===== config.mk =====
export PLATFORM = sky130hd
export DESIGN_NAME = alarm_zone_scheduler
export DESIGN_NICKNAME = d
export VERILOG_FILES = /design/src/rtl/alarm_sched_pkg.sv /design/src/rtl/rr_picker4.sv /design/src/rtl/alarm_zone_scheduler.sv
export SDC_FILE = /design/constraint.sdc
export NUM_CORES = 1
export LEC_CHECK = 0
export ABC_CLOCK_PERIOD_IN_PS = 5320
export CAP_MARGIN = 10
export CORE_MARGIN = 3
export CORE_UTILIZATION = 55
export CTS_BUF_LIST = sky130_fd_sc_hd__clkbuf_8
export DETAILED_ROUTE_END_ITERATION = 12
export PLACE_DENSITY = 0.79
export SYNTH_ARGS = -nofsm -noshare
export SYNTH_HDL_FRONTEND = slang
export SYNTH_SLANG_ARGS = --single-unit

===== constraint.sdc =====
create_clock -name clk -period 5.32 [get_ports clk]
set_input_delay 0.798 -clock clk [delete_from_list [all_inputs] [get_ports clk]]
set_output_delay 0.798 -clock clk [all_outputs]
set_load 0.05 [all_outputs]

===== src/rtl/alarm_sched_pkg.sv =====
// Shared encodings for the alarm zone scheduler: FSM states and zone count.
package alarm_sched_pkg;

    localparam int NUM_ZONES = 4;

    typedef enum logic [1:0] {
        DISARMED = 2'b00,
        ARMED    = 2'b01,
        DELAY    = 2'b10,
        ALARM    = 2'b11
    } state_t;

endpackage


===== src/rtl/rr_picker4.sv =====
// Combinational round-robin picker: first set request at or above ptr, wrapping 3->0.
module rr_picker4
    import alarm_sched_pkg::*;
(
    input  logic [3:0] req,
    input  logic [1:0] ptr,
    output logic [1:0] idx,
    output logic       valid
);

    // Scan from farthest to nearest so the closest candidate is assigned last and wins.
    always_comb begin
        idx   = '0;
        valid = 1'b0;
        for (int i = NUM_ZONES - 1; i >= 0; i--) begin
            if (req[ptr + 2'(i)]) begin
                idx   = ptr + 2'(i);
                valid = 1'b1;
            end
        end
    end

endmodule


===== src/rtl/alarm_zone_scheduler.sv =====
// Alarm panel scheduler: arms, latches zone trips, runs an entry delay, then
// sounds the siren and reports tripped zones one at a time in round-robin order.
module alarm_zone_scheduler
    import alarm_sched_pkg::*;
#(
    parameter int DELAY_CYCLES = 16
) (
    input  logic       clk,
    input  logic       rst_n,
    input  logic       arm,
    input  logic       disarm,
    input  logic [3:0] zone_req,
    input  logic       report_ready,
    output logic [1:0] state,
    output logic       siren,
    output logic       report_valid,
    output logic [1:0] report_zone,
    output logic [3:0] pending,
    output logic [7:0] event_count
);

    state_t     st_q, st_n;
    logic [3:0] pend_q, pend_upd, pend_n;
    logic [7:0] cnt_q, cnt_n;
    logic [1:0] ptr_q, ptr_upd;
    logic [1:0] zone_q, zone_n;
    logic [7:0] evt_q, evt_upd;
    logic       valid_q, valid_n;
    logic       siren_q, siren_n;
    logic       accept;
    logic [1:0] pick_idx;
    logic       pick_valid;

    assign accept = valid_q & report_ready;

    // Sticky trips, acceptance bookkeeping and pointer advance. A new request on
    // the accepted bit re-sets it in the same cycle.
    always_comb begin
        pend_upd = pend_q;
        ptr_upd  = ptr_q;
        evt_upd  = evt_q;
        if (st_q != DISARMED) begin
            pend_upd = pend_q | zone_req;
        end
        if (accept) begin
            pend_upd = (pend_q & ~(4'b0001 << zone_q)) | zone_req;
            ptr_upd  = zone_q + 2'd1;
            evt_upd  = (evt_q == 8'hFF) ? evt_q : evt_q + 8'd1;
        end
    end

    rr_picker4 u_picker (
        .req   (pend_upd),
        .ptr   (ptr_upd),
        .idx   (pick_idx),
        .valid (pick_valid)
    );

    // NOTE: every signal driven here gets a default first so no latch is inferred.
    always_comb begin
        st_n    = st_q;
        cnt_n   = cnt_q;
        zone_n  = zone_q;
        valid_n = valid_q;
        pend_n  = pend_upd;
        case (st_q)
            DISARMED: begin
                if (arm) st_n = ARMED;
            end
            ARMED: begin
                if (pick_valid) begin
                    zone_n = pick_idx;
                    cnt_n  = 8'(DELAY_CYCLES - 1);
                    st_n   = DELAY;
                end
            end
            DELAY: begin
                if (cnt_q == 8'd0) begin
                    st_n    = ALARM;
                    valid_n = 1'b1;
                end else begin
                    cnt_n = cnt_q - 8'd1;
                end
            end
            ALARM: begin
                // Present the next zone straight after acceptance, or any trip seen while idle.
                if (accept || !valid_q) begin
                    valid_n = pick_valid;
                    if (pick_valid) zone_n = pick_idx;
                end
            end
            default: st_n = DISARMED;
        endcase
        if (disarm) begin
            st_n    = DISARMED;
            cnt_n   = '0;
            zone_n  = '0;
            valid_n = 1'b0;
            pend_n  = '0;
        end
        siren_n = (st_n == ALARM);
    end

    // NOTE: sequential state uses non-blocking assignments so all registers update together.
    always_ff @(posedge clk or negedge rst_n) begin
        if (!rst_n) begin
            st_q    <= DISARMED;
            pend_q  <= '0;
            cnt_q   <= '0;
            ptr_q   <= '0;
            zone_q  <= '0;
            evt_q   <= '0;
            valid_q <= 1'b0;
            siren_q <= 1'b0;
        end else begin
            st_q    <= st_n;
            pend_q  <= pend_n;
            cnt_q   <= cnt_n;
            ptr_q   <= ptr_upd;
            zone_q  <= zone_n;
            evt_q   <= evt_upd;
            valid_q <= valid_n;
            siren_q <= siren_n;
        end
    end

    assign state        = st_q;
    assign siren        = siren_q;
    assign report_valid = valid_q;
    assign report_zone  = zone_q;
    assign pending      = pend_q;
    assign event_count  = evt_q;

endmodule


# == After elaboration in Yosys (flattened, before gate mapping) ==
# Index checks and enable logic that the tools add are counted.
# totals
elab_cells,83
input_bits,9
ff_bits,28
# classes
mux,37
add_sub_neg,6
n_bitwise,6
reduce_logical,12
n_lt_le_gt_ge,4
shift,1
eq_ne,9
# ops
operator,count
$mux W2,12
$mux W8,3
$pmux W8 S2,1
$lt A2 B3 Y1 const B,4
$mux W4,3
$ne A3 B3 Y1 const B,4
$mux W1,11
$reduce_bool A3 Y1,3
$add A8 B1 Y8 const B,1
$bmux W1 S2,4
$eq A8 B8 Y1 const B,1
$logic_not A8 Y1,1
$or A4 B4 Y4,2
$sub A8 B1 Y8 const B,1
$eq A2 B2 Y1 const B,3
$pmux W2 S3,1
$reduce_and A3 Y1,2
$add A2 B1 Y2 const B,2
$add A2 B2 Y2 const B,2
$and A4 B4 Y4,1
$not A4 Y4,1
$pmux W2 S2,1
$reduce_and A2 Y1,2
$shl A1 B2 Y4 const A,1
other kinds (8),8

# == Depth between registers and ports, before layout ==
# Gate-level depths: netlist (run 1).
# depth
ltp_word,15
ltp_mapped,7
ltp_nobuf,7

# == Hierarchy ==
# From an unflattened synthesis (run 1), not the netlist that was laid out.
# unflattened
hier_cells,161
area_unflattened_um2,1566.5
# modules_own_cells
module,instances,cells_each,area_per_inst_um2
alarm_zone_scheduler,1,148,1488.9
rr_picker4,1,13,77.6

# == Worst setup path before layout (run 1) ==
# Ideal clock, no wire load.
# synth_timing
path_type,input to register
start,input port report_ready
end,register cnt_q[6]
arrival_time_ns,2.185
stages,5
setup_ns,0.078
slack_ns,3.056
path_buffers,0
path_cell_list,a211o_4 o221a_4 o41a_1 nand3b_1 a21oi_1
# synth_via
elab_chain_cells,11
elab_cells_between_ends,20
classes_between,3 x add/sub; 1 x eq/ne; 14 x mux; 1 x bitwise; 1 x reduce/logical
# synth_lines
item,line_no,rtl
start: declaration,alarm_zone_scheduler.sv:13,"input logic report_ready,"
$and A1 B1 Y1 *,alarm_zone_scheduler.sv:34,assign accept = valid_q & report_ready;
$mux W2,alarm_zone_scheduler.sv:45,if (accept) begin
$add A2 B2 Y2,rr_picker4.sv:16,if (req[ptr + 2'(i)]) begin
$bmux W1 S2,rr_picker4.sv:16,
$mux W1 (not written as such),rr_picker4.sv:16,
$mux W1 (3 in a row),rr_picker4.sv:16,
$mux W1 *,rr_picker4.sv:16,
$ne A3 B3 Y1 (no source line) *,--,
$reduce_and A3 Y1 (no source line) *,--,
end signal: assignment,alarm_zone_scheduler.sv:118,cnt_q <= cnt_n;
end: declaration,alarm_zone_scheduler.sv:24,"logic [7:0] cnt_q, cnt_n;"
# Every way passes the cells marked *; elsewhere a longest branch is shown, timed or not. The select of a mux whose other input is x is not followed.
# A chain may end at the register's enable or synchronous reset.

# == Worst setup path after layout (run 1) ==
# Ends and elaborated chain as after synthesis.

==> qor.csv, run 1 <==
metric;value;unit
outcome;complete, no violations;
Skew-Pair Late Insertion Delay;0.27;ns
startpoint types;primary input;
Worst setup EP type;register;
cts hold-fix bufs;0;
Crit Path Class;primary input to register;
vias in the first global route;1296;
Num CTS Buffers;3;
critical path's largest stage delay;0.53;ns
slack of the critical path;2.67;ns
grt ovf;0;
Die Y;60.2;um
Distinct cells, synth;41;
max_cap viols;0;
syn_area_per_cell;9.78;sq um
fraction of registers with async set or reset after synthesis;100;%
Fill cells;225;
Final ANT Viol Nets;0;
Pleak;0.796;nW
Clk pin slew, worst setup/hold paths;0.09;ns
DRT Pass-1 Iters;4;
CTS sink cnt;28;
Hold Path Class;register to register;
Worst slew margin;43.1;%
Critical Path Slowest Stage Cell;clkdlybuf4s50_1;
Worst EP arrival;2.83;ns
CP Max Fanout;11;
first-pass GRT wire length;5.73;mm
Die Wd;60.2;um
Clock Skews;0.00461;ns
highest routed layer;met4;
met2 routed WL;1.59;mm
met1 wire length;1.56;mm
post-DR vias/cell;6.19;
RSZ-0062 raised after global routing;no;
largest net degree at the start of global routing;29;
worst setup path end;cnt_q[6];
Final Setup Violations;0;
area leader, netlist;dfrtp_1;
Layout area overhead;19.8;%
setup total negative slack;0;ns
fmax;378;MHz
Core Region;2780;sq um
TritonCTS clock tree;yes;
final hold vios;0;
IO Count;27;
gate count of the mapped netlist;165;
Starting Density;58.0;%
Synth area leaders;dfrtp_1 43%, ha_1 5.4%, nand2_1 3.3%;
post-route minimum period;2.65;ns
synth warn;0;
# resized after CTS;0;
maximum clock insertion buffer count;2;
layout cells sized above 1;7.89;%
# rows;19;
WL met3;219;um
routability cong.;0.802;
Setup WS pre-CTS;2.41;ns
H-tree depth;1;
Total Die Area;3620;sq um
Reg2Reg Depth;7;
EDFF count, synth;0;
postcts setup bufs;0;
flop-to-flop setup slack;2.97;ns
syn_nets;181;
Seq/Total Area, Yosys;43.4;%
sequence of cells on the critical path;clkdlybuf4s50_1 -> nand2_1 -> o221a_4 -> o41a_1 -> nand3b_1 -> a21oi_1;
main flop type after synthesis;dfrtp_1;
Iteration-0 DRC Markers;71;
CP required;5.50;ns
share of the synthesized area in the top cell type;43.4;%
DRC;0;
Max VDD drop;444;uV
# diodes;0;
count of state elements after synthesis;28;
crit path from;report_ready;
routed vias;1367;
IO Port Bufs;26;
routed len/inst;15.6;um
All-Layer GR Usage;21.1;%
Final Routed Wirelength;3.45;mm
fin crit share;49.7;%
Worst R2R Start;cnt_q[0];
initial antenna violation count;0;
worst slew pin tran;0.847;ns
cell area after synthesis;1610;sq um
Worst R2R End;report_valid;
final slew viol count;0;
HPWL Detailed;2.49;mm
Total Nets Final;208;
root buf cell;clkbuf_8;
PD cells;524;nW/um^2
==> layout by cell type, fill, tap and decap left out, types with 3 or more instances in the layout <==
cell	instances
a211oi_1	4
a21oi_1	8
and3_1	4
clkbuf_8	3
clkdlybuf4s50_1	26
dfrtp_1	28
ha_1	7
inv_1	7
nand2_1	14
nand2b_1	8
nand3_1	3
nand4_1	3
nor2_1	13
nor3_1	10
nor4_1	3
o21ai_0	3
o221ai_1	4
o32ai_1	3
or2_2	4
xnor2_1	6
==> how the worst min path moves through the flow <==
stage / endpoint / startpoint / slack, ns / cells after the start
3_3_place_gp: event_count[6] / event_count[6] / 0.48 / 1
4_1_cts: event_count[6] / event_count[6] / 0.50 / 1
5_1_grt: event_count[6] / event_count[6] / 0.53 / 1
6_report: event_count[6] / event_count[6] / 0.50 / 1
2_1_floorplan: ptr_q[0] / ptr_q[0] / 0.49 / 1
3_5_place_dp: event_count[4] / event_count[4] / 0.49 / 1
==> area by class of cell <==
| type | instances | area, sq um | area share, % |
|---|---|---|---|
| Timing Repair Buffer | 27 | 268 | 13.8 |
| Tap cell | 31 | 38.8 | 2.01 |
| Sequential cell | 28 | 701 | 36.2 |
| Clock buffer | 3 | 41.3 | 2.13 |
| Multi-Input combinational cell | 125 | 860 | 44.4 |
| Inverter | 7 | 26.3 | 1.36 |
==> power breakdown <==
group | leakage (nW) | switching (mW) | internal [mW]
Combinational | 0.404 | 0.348 | 0.214
Clock | 0.0216 | 0.0623 | 0.0509
Sequential | 0.370 | 0.0690 | 0.269
Total | 0.796 | 0.480 | 0.533
==> logic make-up (layout without fill, tap and decap cells) <==
group / Yosys count / after routing / synth area share, %
AND/OR/NAND/NOR: 69 / 69 / 21.8
XOR/XNOR: 7 / 7 / 3.80
buffers and inverters: 12 / 37 / 3.33
flip-flops: 28 / 28 / 43.4
adder cells (fa/ha/maj): 7 / 7 / 5.43
AO/OA/AOI/OAI: 38 / 38 / 19.6
multiplexers: 4 / 4 / 2.64
==> cell usage after synthesis (all sizes together) (3+ instances only) <==
library cell	instances
a211oi	4
a21oi	8
and3	4
clkbuf	3
dfrtp	28
ha	7
inv	7
nand2	14
nand2b	8
nand3	3
nand4	3
nor2	13
nor3	10
nor4	3
o21ai	3
o221a	4
o221ai	4
o32ai	3
or2	4
xnor2	6
==> per-stage QoR <==
| step | area [sq um] | cells | hold slack (ns) | power (mW) | util (%) |
|---|---|---|---|---|---|
| 6_report | 1930 | 221 | 0.498 | 1.01 | 69.5 |
| 5_1_grt | 1930 | 221 | 0.526 | 1.08 | 69.5 |
| 4_1_cts | 1930 | 221 | 0.504 | 1.01 | 69.5 |
| 3_5_place_dp | 1890 | 218 | 0.487 | 0.897 | 68.1 |
| 3_3_place_gp | 1890 | 218 | 0.477 | 0.879 | 68.1 |
| 2_1_floorplan | 1610 | 165 | 0.491 | 0.743 | - |
==> routing by layer <==
metal | up-vias | GRT usage (%)
met4 | 0 | 9.81
li1 | 661 | -
met5 | - | 0
met2 | 47 | 32.3
met3 | 9 | 3.89
met1 | 650 | 28.7
==> sequential cells by signal, indices dropped and copies added, names as in the netlist <==
name          count
siren             1
report_valid      1
ptr_q             2
pending           4
cnt_q             8
event_count       8
report_zone       2
state             2
==> worst max-delay path: cells and delay by family <==
kind / cells / cell delay (ns)
AO/OA/AOI/OAI: 3 / 1.01
buffers and inverters: 1 / 0.53
AND/OR/NAND/NOR: 2 / 0.48
Power figures use the tool's default switching activity.
==> run 2, diff against run 1 <==
- ABC_CLOCK_PERIOD_IN_PS: 5320 -> 2400
- CORE_UTILIZATION: 55 -> 49
- PLACE_DENSITY: 0.79 -> 0.74
- clock period: 5.32 -> 2.4 ns (I/O delays scaled with it)
==> run 2 against run 1 <==
  * Routed wire length increased by 8.0%
  * Power rose by 140%
  * Flip-flop and latch count stayed put
  * Non-clock buffer count increased by 12
  * Clock power rose to 3.3 times the previous value
  * Cell area grew 7.1%
  * Sequential share of layout area decreased by 2.4 points
  * Final cell count is 12% higher
  * Setup slack worse by 2.4 ns
  * Sequential power rose by 120%
==> qor.csv, run 2 (synthesis gave the netlist of run 1 again) <==
metric;value;unit;change
cts hold-fix bufs;0;;unchanged
Total Die Area;4020;sq um;+11%
largest net degree at the start of global routing;29;;unchanged
IO Count;27;;unchanged
Iteration-0 DRC Markers;111;;+56%
routed vias;1408;;+3.0%
Final Routed Wirelength;3.72;mm;+8.0%
IO Port Bufs;26;;unchanged
layout cells sized above 1;13.8;%;+5.9 points
Worst slew margin;62.8;%;+20 points
max_cap viols;0;;unchanged
post-DR vias/cell;5.70;;-7.8%
CP required;2.61;ns;-2.89 ns
routability cong.;0.830;;+3.5%
first-pass GRT wire length;6.47;mm;+13%
HPWL Detailed;2.87;mm;+15%
post-route minimum period;2.17;ns;
Total Nets Final;220;;+5.8%
postcts setup bufs;0;;unchanged
slack of the critical path;0.233;ns;-2.44 ns
Setup WS pre-CTS;-0.0723;ns;-2.48 ns
most frequent cells in the layout;28 x dfrtp_1, 26 x clkdlybuf4s50_1, 14 x nand2_1;;
DRC;0;;unchanged
Clk pin slew, worst setup/hold paths;0.10;ns;about the same
# resized after CTS;0;;unchanged
outcome;complete, no violations;;
Hold WS;0.450;ns;-0.0484 ns
worst slew pin tran;0.557;ns;-0.289 ns
sequential power share;30.0;%;-3.4 points
Skew-Pair Late Insertion Delay;0.28;ns;about the same
critical path's largest stage delay;0.54;ns;about the same
fmax;461;MHz;
Placed Instances;243;;+11%
Clk pwr share;15.0;%;+3.8 points
fin crit share;90.3;%;
CP Max Fanout;7;;-4
sequence of cells on the critical path;clkdlybuf4s50_1 -> a211o_4 -> o221a_4 -> o41a_1 -> nand3b_1 -> a21oi_1;;
initial antenna violation count;0;;unchanged
fin cells;247;;+12%
grt ovf;0;;unchanged
Fill cells;266;;+18%
final slew viol count;0;;unchanged
Switch Pwr;1.10;mW;+130%
Critical Path Slowest Stage Cell;o41a_1;;
Core Region;3100;sq um;+12%
Die Wd;63.4;um;+5.4%
vias in the first global route;1418;;+9.4%
startpoint types;primary input;;
Hold Path Class;primary input to asynchronous set/reset pin;;
Crit Path Class;primary input to register;;
Layout area overhead;28.3;%;
TritonCTS clock tree;yes;;
Pleak;0.866;nW;+8.9%
Final Power;2.48;mW;+140%
Final ANT Viol Nets;0;;unchanged
Num CTS Buffers;3;;unchanged
maximum clock insertion buffer count;2;;unchanged
Starting Density;52.0;%;-6.0 points
RSZ-0062 raised after global routing;no;;
DRT Pass-1 Iters;4;;unchanged
Comb pwr share;55.0;%;-0.5 points
root buf cell;clkbuf_8;;
All-Layer GR Usage;20.0;%;-1.1 points
PD cells;1200;nW/um^2;+130%
Max VDD drop;512;uV;+15%
CTS sink cnt;28;;unchanged
Final Setup Violations;0;;unchanged
Clock Skews;0.00582;ns;+0.00121 ns
final hold vios;0;;unchanged
switch share;44.4;%;-3.0 points
# rows;20;;+1
routed len/inst;15.1;um;-3.4%
Internal;1.38;mW;+160%
Worst setup EP type;register;;
Worst EP arrival;2.38;ns;-0.45 ns
commonest non-fill, non-tap cell in the layout;dfrtp_1;;
setup total negative slack;0;ns;unchanged
# diodes;0;;unchanged
Die Y;63.4;um;+5.4%
H-tree depth;1;;unchanged
==> run 2: cell count changes in the layout (fill, tap and decap cells not counted), sizes merged <==
cell,before,now
buf,1,13
bufinv,0,1
==> run 2: stage by stage <==
step           cell area [sq um]  util [%]
5_1_grt                     2070      66.7
2_1_floorplan               1610         -
3_3_place_gp                2000      64.4
3_5_place_dp                2000      64.4
4_1_cts                     2070      66.7
6_report                    2070      66.7
==> run 2: per-layer routing <==
layer / vias to the layer above / routed length, um / track usage (%)
li1: 689 / - / -
met4: 0 / 68 / 6.20
met3: 9 / 80 / 3.21
met5: - / 0 / 0
met1: 688 / 1640 / 26.7
met2: 22 / 1940 / 33.2
==> run 2: final cells by class <==
type                       count  area (sq um)  area share (%)
clock inverter                 1          30.0            1.45
sequential                    28           701            33.8
multi-input combinational    125           860            41.5
clock buffer                   3          41.3            1.99
inverter                       7          26.3            1.27
timing repair buffer          39           358            17.3
tap                           44          55.1            2.66
==> run 2: worst paths after layout <==
kind,start,endpoint,slack [ns],cells after the start
max,report_ready,cnt_q[6],0.23,6
min,rst_n,pending[2],0.45,2
max reg2reg,report_valid,cnt_q[6],0.29,5
min reg2reg,event_count[4],event_count[4],0.50,1
max in group asynchronous,rst_n,siren,1.68,2
min in group clk,event_count[4],event_count[4],0.50,1
==> run 2: power groups by stage <==
stage	combinational [mW]	sequential (mW)	clock [mW]
2_1_floorplan	0.652	0.996	0
4_1_cts	1.37	0.743	0.375
3_3_place_gp	1.32	0.740	0
6_report	1.36	0.743	0.373
3_5_place_dp	1.36	0.753	0
5_1_grt	1.48	0.770	0.398
==> run 2: critical path: cells and delay by family <==
kind / cells / cell delay [ns]
AND/OR/NAND/NOR: 1 / 0.22
AO/OA/AOI/OAI: 4 / 1.35
buffers and inverters: 1 / 0.45
